[src/rtl/i2c_reg_sequencer.sv]
// Turns one single-byte register read/write request into the ena/busy handshake of an
// I2C byte master: every busy rise is a latched command, the final busy fall ends the transfer.
module i2c_reg_sequencer #(
  parameter int unsigned TIMEOUT_CYCLES = 2000000,
  parameter int unsigned CNT_W          = 32
) (
  input  logic       clk,
  input  logic       reset,
  input  logic       start,
  input  logic       op_read,
  input  logic [6:0] dev_addr,
  input  logic [7:0] reg_addr,
  input  logic [7:0] wr_data,
  output logic       seq_busy,
  output logic       done,
  output logic [7:0] rd_data,
  output logic       error,
  output logic       m_ena,
  output logic [6:0] m_addr,
  output logic       m_rw,
  output logic [7:0] m_data_wr,
  input  logic       m_busy,
  input  logic [7:0] m_data_rd,
  input  logic       m_ack_error
);

  typedef enum logic [2:0] {IDLE, WAIT_IDLE, PH1, PH2, DRAIN, FINISH} state_t;

  localparam logic             TO_EN   = (TIMEOUT_CYCLES != 0);
  localparam logic [CNT_W-1:0] TO_LAST = CNT_W'(TIMEOUT_CYCLES - 1);

  state_t           state, state_n;
  logic             busy_prev, rise, fall;
  logic [CNT_W-1:0] cnt, cnt_n;
  logic             counting, timeout, abort;

  logic             op_q, op_n;
  logic [6:0]       dev_q, dev_n;
  logic [7:0]       reg_q, reg_n, wr_q, wr_n;

  logic             seq_busy_n, done_n, error_n, m_ena_n, m_rw_n;
  logic [7:0]       rd_data_n, m_data_wr_n;
  logic [6:0]       m_addr_n;

  assign rise     = m_busy & ~busy_prev;
  assign fall     = ~m_busy & busy_prev;
  assign counting = state inside {WAIT_IDLE, PH1, PH2, DRAIN};
  // cnt is the number of cycles already spent in the current state
  assign timeout  = TO_EN && counting && (cnt == TO_LAST);

  always_comb begin
    state_n     = state;
    cnt_n       = '0;
    abort       = 1'b0;
    op_n        = op_q;
    dev_n       = dev_q;
    reg_n       = reg_q;
    wr_n        = wr_q;
    seq_busy_n  = seq_busy;
    done_n      = 1'b0;
    rd_data_n   = rd_data;
    error_n     = error;
    m_ena_n     = m_ena;
    m_addr_n    = m_addr;
    m_rw_n      = m_rw;
    m_data_wr_n = m_data_wr;

    case (state)
      IDLE: begin
        if (start) begin
          op_n       = op_read;
          dev_n      = dev_addr;
          reg_n      = reg_addr;
          wr_n       = wr_data;
          seq_busy_n = 1'b1;
          error_n    = 1'b0;
          if (!m_busy) begin
            state_n     = PH1;
            m_ena_n     = 1'b1;
            m_addr_n    = dev_addr;
            m_rw_n      = 1'b0;
            m_data_wr_n = reg_addr;
          end else begin
            state_n = WAIT_IDLE;
          end
        end
      end
      WAIT_IDLE: begin
        if (!m_busy) begin
          state_n     = PH1;
          m_ena_n     = 1'b1;
          m_addr_n    = dev_q;
          m_rw_n      = 1'b0;
          m_data_wr_n = reg_q;
        end else begin
          abort = timeout;
        end
      end
      PH1: begin
        // master has latched dev+W/reg; queue the second command behind it
        if (rise) begin
          m_rw_n      = op_q;
          m_data_wr_n = op_q ? 8'h00 : wr_q;
          state_n     = PH2;
        end else begin
          abort = timeout;
        end
      end
      PH2: begin
        if (rise) begin
          m_ena_n = 1'b0;
          state_n = DRAIN;
        end else begin
          abort = timeout;
        end
      end
      DRAIN: begin
        if (fall) begin
          if (op_q) rd_data_n = m_data_rd;
          error_n = m_ack_error;
          state_n = FINISH;
        end else begin
          abort = timeout;
        end
      end
      FINISH:  state_n = IDLE;
      default: state_n = IDLE;
    endcase

    if (abort) begin
      m_ena_n = 1'b0;
      error_n = 1'b1;
      state_n = FINISH;
    end

    if (state_n == FINISH && state != FINISH) begin
      done_n     = 1'b1;
      seq_busy_n = 1'b0;
    end

    if (counting && state_n == state) cnt_n = cnt + CNT_W'(1);
  end

  always_ff @(posedge clk) begin
    if (reset) begin
      state     <= IDLE;
      busy_prev <= 1'b0;
      cnt       <= '0;
      op_q      <= 1'b0;
      dev_q     <= '0;
      reg_q     <= '0;
      wr_q      <= '0;
      seq_busy  <= 1'b0;
      done      <= 1'b0;
      rd_data   <= '0;
      error     <= 1'b0;
      m_ena     <= 1'b0;
      m_addr    <= '0;
      m_rw      <= 1'b0;
      m_data_wr <= '0;
    end else begin
      state     <= state_n;
      busy_prev <= m_busy;
      cnt       <= cnt_n;
      op_q      <= op_n;
      dev_q     <= dev_n;
      reg_q     <= reg_n;
      wr_q      <= wr_n;
      seq_busy  <= seq_busy_n;
      done      <= done_n;
      rd_data   <= rd_data_n;
      error     <= error_n;
      m_ena     <= m_ena_n;
      m_addr    <= m_addr_n;
      m_rw      <= m_rw_n;
      m_data_wr <= m_data_wr_n;
    end
  end

endmodule

[config.mk]
export PLATFORM = sky130hd
export DESIGN_NAME = i2c_reg_sequencer
export DESIGN_NICKNAME = d
export VERILOG_FILES = /design/src/rtl/i2c_reg_sequencer.sv
export SDC_FILE = /design/constraint.sdc
export NUM_CORES = 1
export LEC_CHECK = 0
export BUFFER_PORTS_ARGS = -buffer_cell sky130_fd_sc_hd__buf_2
export CORE_UTILIZATION = 55
export DETAILED_ROUTE_END_ITERATION = 6
export PLACE_DENSITY = 0.76
export SKIP_CTS_REPAIR_TIMING = 1
export SLEW_MARGIN = 10
export SYNTH_ARGS = -nofsm -noshare
export SYNTH_HDL_FRONTEND = slang
export SYNTH_SLANG_ARGS = --single-unit
export TNS_END_PERCENT = 10
[constraint.sdc]
create_clock -name clk -period 2.14 [get_ports clk]
set_clock_uncertainty 0.1 [all_clocks]
set_input_delay 0.214 -clock clk [delete_from_list [all_inputs] [get_ports clk]]
set_output_delay 0.214 -clock clk [all_outputs]
set_load 0.03 [all_outputs]
# Word-level counts from Yosys, hierarchy flattened
# Index checks and enable logic that the tools add are counted.
# totals
reg_bits	88
inputBits	37
out_inout_bits	28
# classes
n_addsub	1
n_eq_ne	15
n_mux	35
n_bitwise	5
n_reduce_logical	20
# op_table
operator	n
8-bit 2-to-1 mux	5
32-bit by 1-bit adder with 32-bit output, second input constant	1
32-bit by 21-bit == test with 1-bit output, second input constant	1
8-bit one-hot mux with 3 select lines	1
7-bit 2-to-1 mux	3
3-bit 2-to-1 mux	6
3-bit one-hot mux with 5 select lines	1
7-bit one-hot mux with 2 select lines	1
1-bit 2-to-1 mux	13
3-bit AND reduction	4
2-bit != test, second input constant	5
3-bit != test, second input constant	3
1-bit one-hot mux with 3 select lines	3
3-bit nonzero test	3
2-bit OR reduction	4
3-bit by 2-bit == test with 1-bit output, second input constant	2
3-bit == test, second input constant	2
5-bit AND reduction	1
4-bit AND reduction	1
4-bit nonzero test	1
3-bit by 1-bit == test with 1-bit output, second input constant	1
3-bit == test	1
1-bit logical AND	3
3-bit logical NOT	1
6 further kinds	9

# Logic depth before layout (Yosys ltp)
# depth
depth_word	10
depth_mapped	8

# Least setup slack after synthesis
# Ideal clock, no wire load.
# synth_timing
path_kind	reg2reg
start	reg cnt[8]
end	reg cnt[8]
setup_time_ns	0.115
arrival_ns	1.664
path_slack_ns	0.261
path_stages_with_launch	8
path_cell_list	dfxtp_1 > or4_1 > nor4_1 > and4b_1 > or3_1 > buf_4 > buf_6 > nor2_1
# synth_via
elab_chain_len	9
elab_cells_between_ends	12
classes_between	add/sub (1); eq/ne (2); mux (5); bitwise (1); reduce/logical (3)
# synth_lines
item	line_no	source
from (decl)	34	logic [CNT_W-1:0] cnt, cnt_n;
from (signal assigned)	164	cnt <= cnt_n;
32-bit by 21-bit == test with 1-bit output	49	assign timeout = TO_EN && counting && (cnt == TO_LAST);
1-bit logical AND	49	
1-bit 2-to-1 mux, on equally long branches	--	
1-bit one-hot mux with 3 select lines	68	case (state)
3-bit 2-to-1 mux	130	if (abort) begin
3-bit == test	141	if (counting && state_n == state) cnt_n = cnt + CNT_W'(1);
1-bit logical AND	141	
1-bit inverter (no line)	--	
2-bit OR reduction (no line)	--	
# Several ways; a longest one is shown, not always the timed one.
# A chain may end at the register's enable or synchronous reset.

# Final worst setup path
# layout_timing
start	reg cnt[11]
end	reg cnt[4]
# layout_via
elab_chain_len	9
elab_cells_between_ends	11
classes_between	eq/ne (2); mux (5); bitwise (1); reduce/logical (3)
# layout_lines
item	line_no
32-bit by 21-bit == test with 1-bit output (*)	49
1-bit logical AND (*)	49
1-bit 2-to-1 mux, on equally long branches	--
1-bit one-hot mux with 3 select lines (*)	68
3-bit 2-to-1 mux (*)	130
3-bit == test (*)	141
1-bit logical AND (*)	141
1-bit inverter (no line) (*)	--
2-bit OR reduction (no line) (*)	--
# Every way passes the cells marked *; elsewhere a longest branch is shown, timed or not.

==> impl_metrics.tcl <==
set metrics [dict create \
    status "finished with violations" \
    violations "DRC, hold timing" \
    p_leak_nw 1.756 \
    whs_ns -0.007390 \
    critPathKind "flip-flop to flip-flop" \
    drc_errors 7 \
    crit_required_ns 2.29 \
    post-route-period-util 0.9276 \
    clk_pin_slew_worst_paths_ns 0.09 \
    cp-start-kind "flip-flop" \
    grt_setup_unrepaired "false" \
    gp_congestion 0.8021 \
    r2r_setup_slack_ns 0.15 \
    grt_pass1_vias 3135 \
    reg2reg_from "cnt[11]$_SDFF_PP0_" \
    grt_start_max_net_pins 35 \
    synth_cells 444 \
    synth.most_common_cell "dfxtp_1" \
    wl_per_cell_um 14.33 \
    ioPinCount 65 \
    antennaDiodeCount 0 \
    netlist_area_sq_um 3787 \
    max_clock_freq_ghz 0.5038 \
    cts_tree "yes" \
    numPortBuffers 64 \
    clockBufferDepth 2 \
    crit_start "cnt[11]$_SDFF_PP0_" \
    synth_common_cells "dfxtp_1, nand2_1, nor2_1" \
    avgSynthCellArea_sq_um 8.530 \
    die_w_um 84.98 \
    worstSkewPairLatency_ns 0.35 \
    max_slew_margin 0.6912 \
    yosys_warnings 0 \
    die_h_um 84.98 \
    cts_buffers 9 \
    yosys-top-cells-area "dfxtp_1, nand2_1, nor2_1" \
    synthArstFlopShare 0 \
    synth_flop_cell "dfxtp_1" \
    num_rows 29 \
    antenna_found_initial 0 \
    layout-area-overhead-vs-synth_pct 19.33 \
    synth_top_area_frac 0.4651 \
    ir_drop_mv 0.4465 \
    wirelength_um 8499 \
    setup-tns-final_ns 0 \
    hold_path.class "primary input to flip-flop" \
    crit_path_max_incr_delay_ns 0.53 \
    synth_largest_area_cell "dfxtp_1" \
    r2r.worst_path.cells 6 \
    rr_endpoint "cnt[4]$_SDFF_PP0_" \
    initial_core_util 0.5831 \
    fillerInstances 547 \
    layout_min_cycle_time_ns 1.985 \
    grt_pass1_wl_um 14200 \
    synth-seq-area-share 0.4651 \
    max_cap_viol_count 0 \
    worstPathCellList "or4_1 > nor4_1 > and4b_1 > or3_4 > clkbuf_16 > nor2_1" \
    cp-end-kind "flip-flop" \
    track_usage 0.2429 \
    crit_end "cnt[4]$_SDFF_PP0_" \
    cts_sinks 88 \
    postRouteAntennaNets 0 \
    crit_path_max_fanout 16 \
    powerDensity_nw_per_um2 792.8 \
    ys_types 46 \
    cts-root-buf "clkbuf_8" \
    synth_fp_nets 482 \
    drt_iter0_drc 226 \
    synth_edf_count 0 \
    nets 549 \
    htree_levels 3 \
    tightest_slew_ns 0.4625 \
    critPathArrivalTime_ns 2.13 \
    dp_hpwl_um 5578 \
    final-hold-violation-count 2 \
    via_per_inst 5.632 \
    synth_seq_cells 88 \
    crit_slowest_cell "or4_1" \
    final_layout_size_suffix_gt1_frac 0.2016 \
    vias 3340 \
    slew_violations 0 \
    die_area_sq_um 7222 \
    setup_violations 0 \
    overflow 0 \
    fp.coreArea_sq_um 6495 \
    dr.pass1.iters 7 \
]
routing by layer:
layer | track usage | part of all wire | routed length, um | vias up
met5 | 0 | 0 | 0 | -
met4 | 0.08783 | 0.015 | 124 | 0
met3 | 0.04767 | 0.037 | 315 | 11
met2 | 0.4120 | 0.49 | 4202 | 71
met1 | 0.3079 | 0.45 | 3856 | 1576
li1 | - | - | - | 1682
stage by stage:
stage               power, mW  std cells  setup slack (ns)    util  cell area (sq um)
finish                  3.583        593            0.1550  0.6958               4519
global route            3.730        593           0.05928  0.6958               4519
CTS                     3.581        589            0.1024  0.6866               4459
floorplan               2.102        444            0.2613       -               3787
detailed placement      2.253        573            0.1405  0.6504               4224
global placement        2.242        573            0.2117  0.6504               4224
layout by cell type, fill, tap and decap left out, types with 4 or more instances in the layout:
| cell | netlist | final |
|---|---|---|
| buf_4 | 2 | 16 |
| a211oi_1 | 15 | 15 |
| nor3_1 | 6 | 6 |
| and3_1 | 7 | 7 |
| xor2_1 | 23 | 23 |
| nand3_1 | 21 | 21 |
| a22o_1 | 8 | 8 |
| clkbuf_8 | 0 | 9 |
| xnor2_1 | 8 | 8 |
| and4_1 | 4 | 4 |
| a222oi_1 | 8 | 8 |
| nor2_1 | 60 | 60 |
| nor2b_1 | 5 | 5 |
| nand2_1 | 68 | 68 |
| dfxtp_1 | 88 | 88 |
| buf_2 | 3 | 64 |
| mux2i_1 | 7 | 7 |
| nand4_1 | 13 | 13 |
| a21oi_1 | 38 | 38 |
final cells by class:
| class | instances | area (sq um) | area share |
|---|---|---|---|
| clock buffer | 11 | 131.4 | 0.02907 |
| clock inverter | 5 | 103.9 | 0.02298 |
| inverter | 3 | 11.26 | 0.002492 |
| multi-input combinational | 323 | 1879 | 0.4158 |
| sequential | 88 | 1762 | 0.3898 |
| tap | 77 | 96.34 | 0.02132 |
| timing repair buffer | 86 | 535.5 | 0.1185 |
flip-flops by register name, summed over array words and instances (netlist names):
signal / cells
cnt: 32
m_data_wr: 8
rd_data: 8
reg_q: 8
wr_q: 8
dev_q: 7
m_addr: 7
state: 3
busy_prev: 1
done: 1
error: 1
m_ena: 1
m_rw: 1
op_q: 1
seq_busy: 1
worst max-delay path, delay by kind of cell, from the launching register on:
family | cells | cell delay [ns]
buf+inv | 1 | 0.17
flops | 1 | 0.34
simple gates | 5 | 1.27
logic make-up (layout without fill, tap and decap cells):
family | Yosys count | after routing | share of synthesized area
buffers and inverters | 33 | 105 | 0.04228
AO/OA/AOI/OAI | 78 | 78 | 0.1358
multiplexers | 7 | 7 | 0.01850
flip-flops | 88 | 88 | 0.4651
adder cells (fa/ha/maj) | 1 | 1 | 0.003303
XOR/XNOR | 31 | 31 | 0.07169
AND/OR/NAND/NOR | 206 | 206 | 0.2633
power breakdown:
part / internal [mW] / switching [mW]
sequential: 1.71 / 0.0429
clock: 0.779 / 0.574
combinational: 0.191 / 0.290
total: 2.68 / 0.906
how the worst min path moves through the flow:
stage,endpoint,depth (start not counted),slack [ns],from
detailed placement,rd_data[0]$_SDFFE_PP0P_,2,0.35,rd_data[0]$_SDFFE_PP0P_
global placement,cnt[0]$_SDFF_PP0_,1,0.34,cnt[0]$_SDFF_PP0_
floorplan,busy_prev$_SDFF_PP0_,1,0.24,m_busy
global route,dev_q[4]$_SDFFE_PP0P_,3,0.0007,dev_addr[4]
finish,op_q$_SDFFE_PP0P_,3,-0.007,op_read
CTS,wr_q[5]$_SDFFE_PP0P_,3,-0.01,wr_data[5]
(Power assumes the default switching activity.)
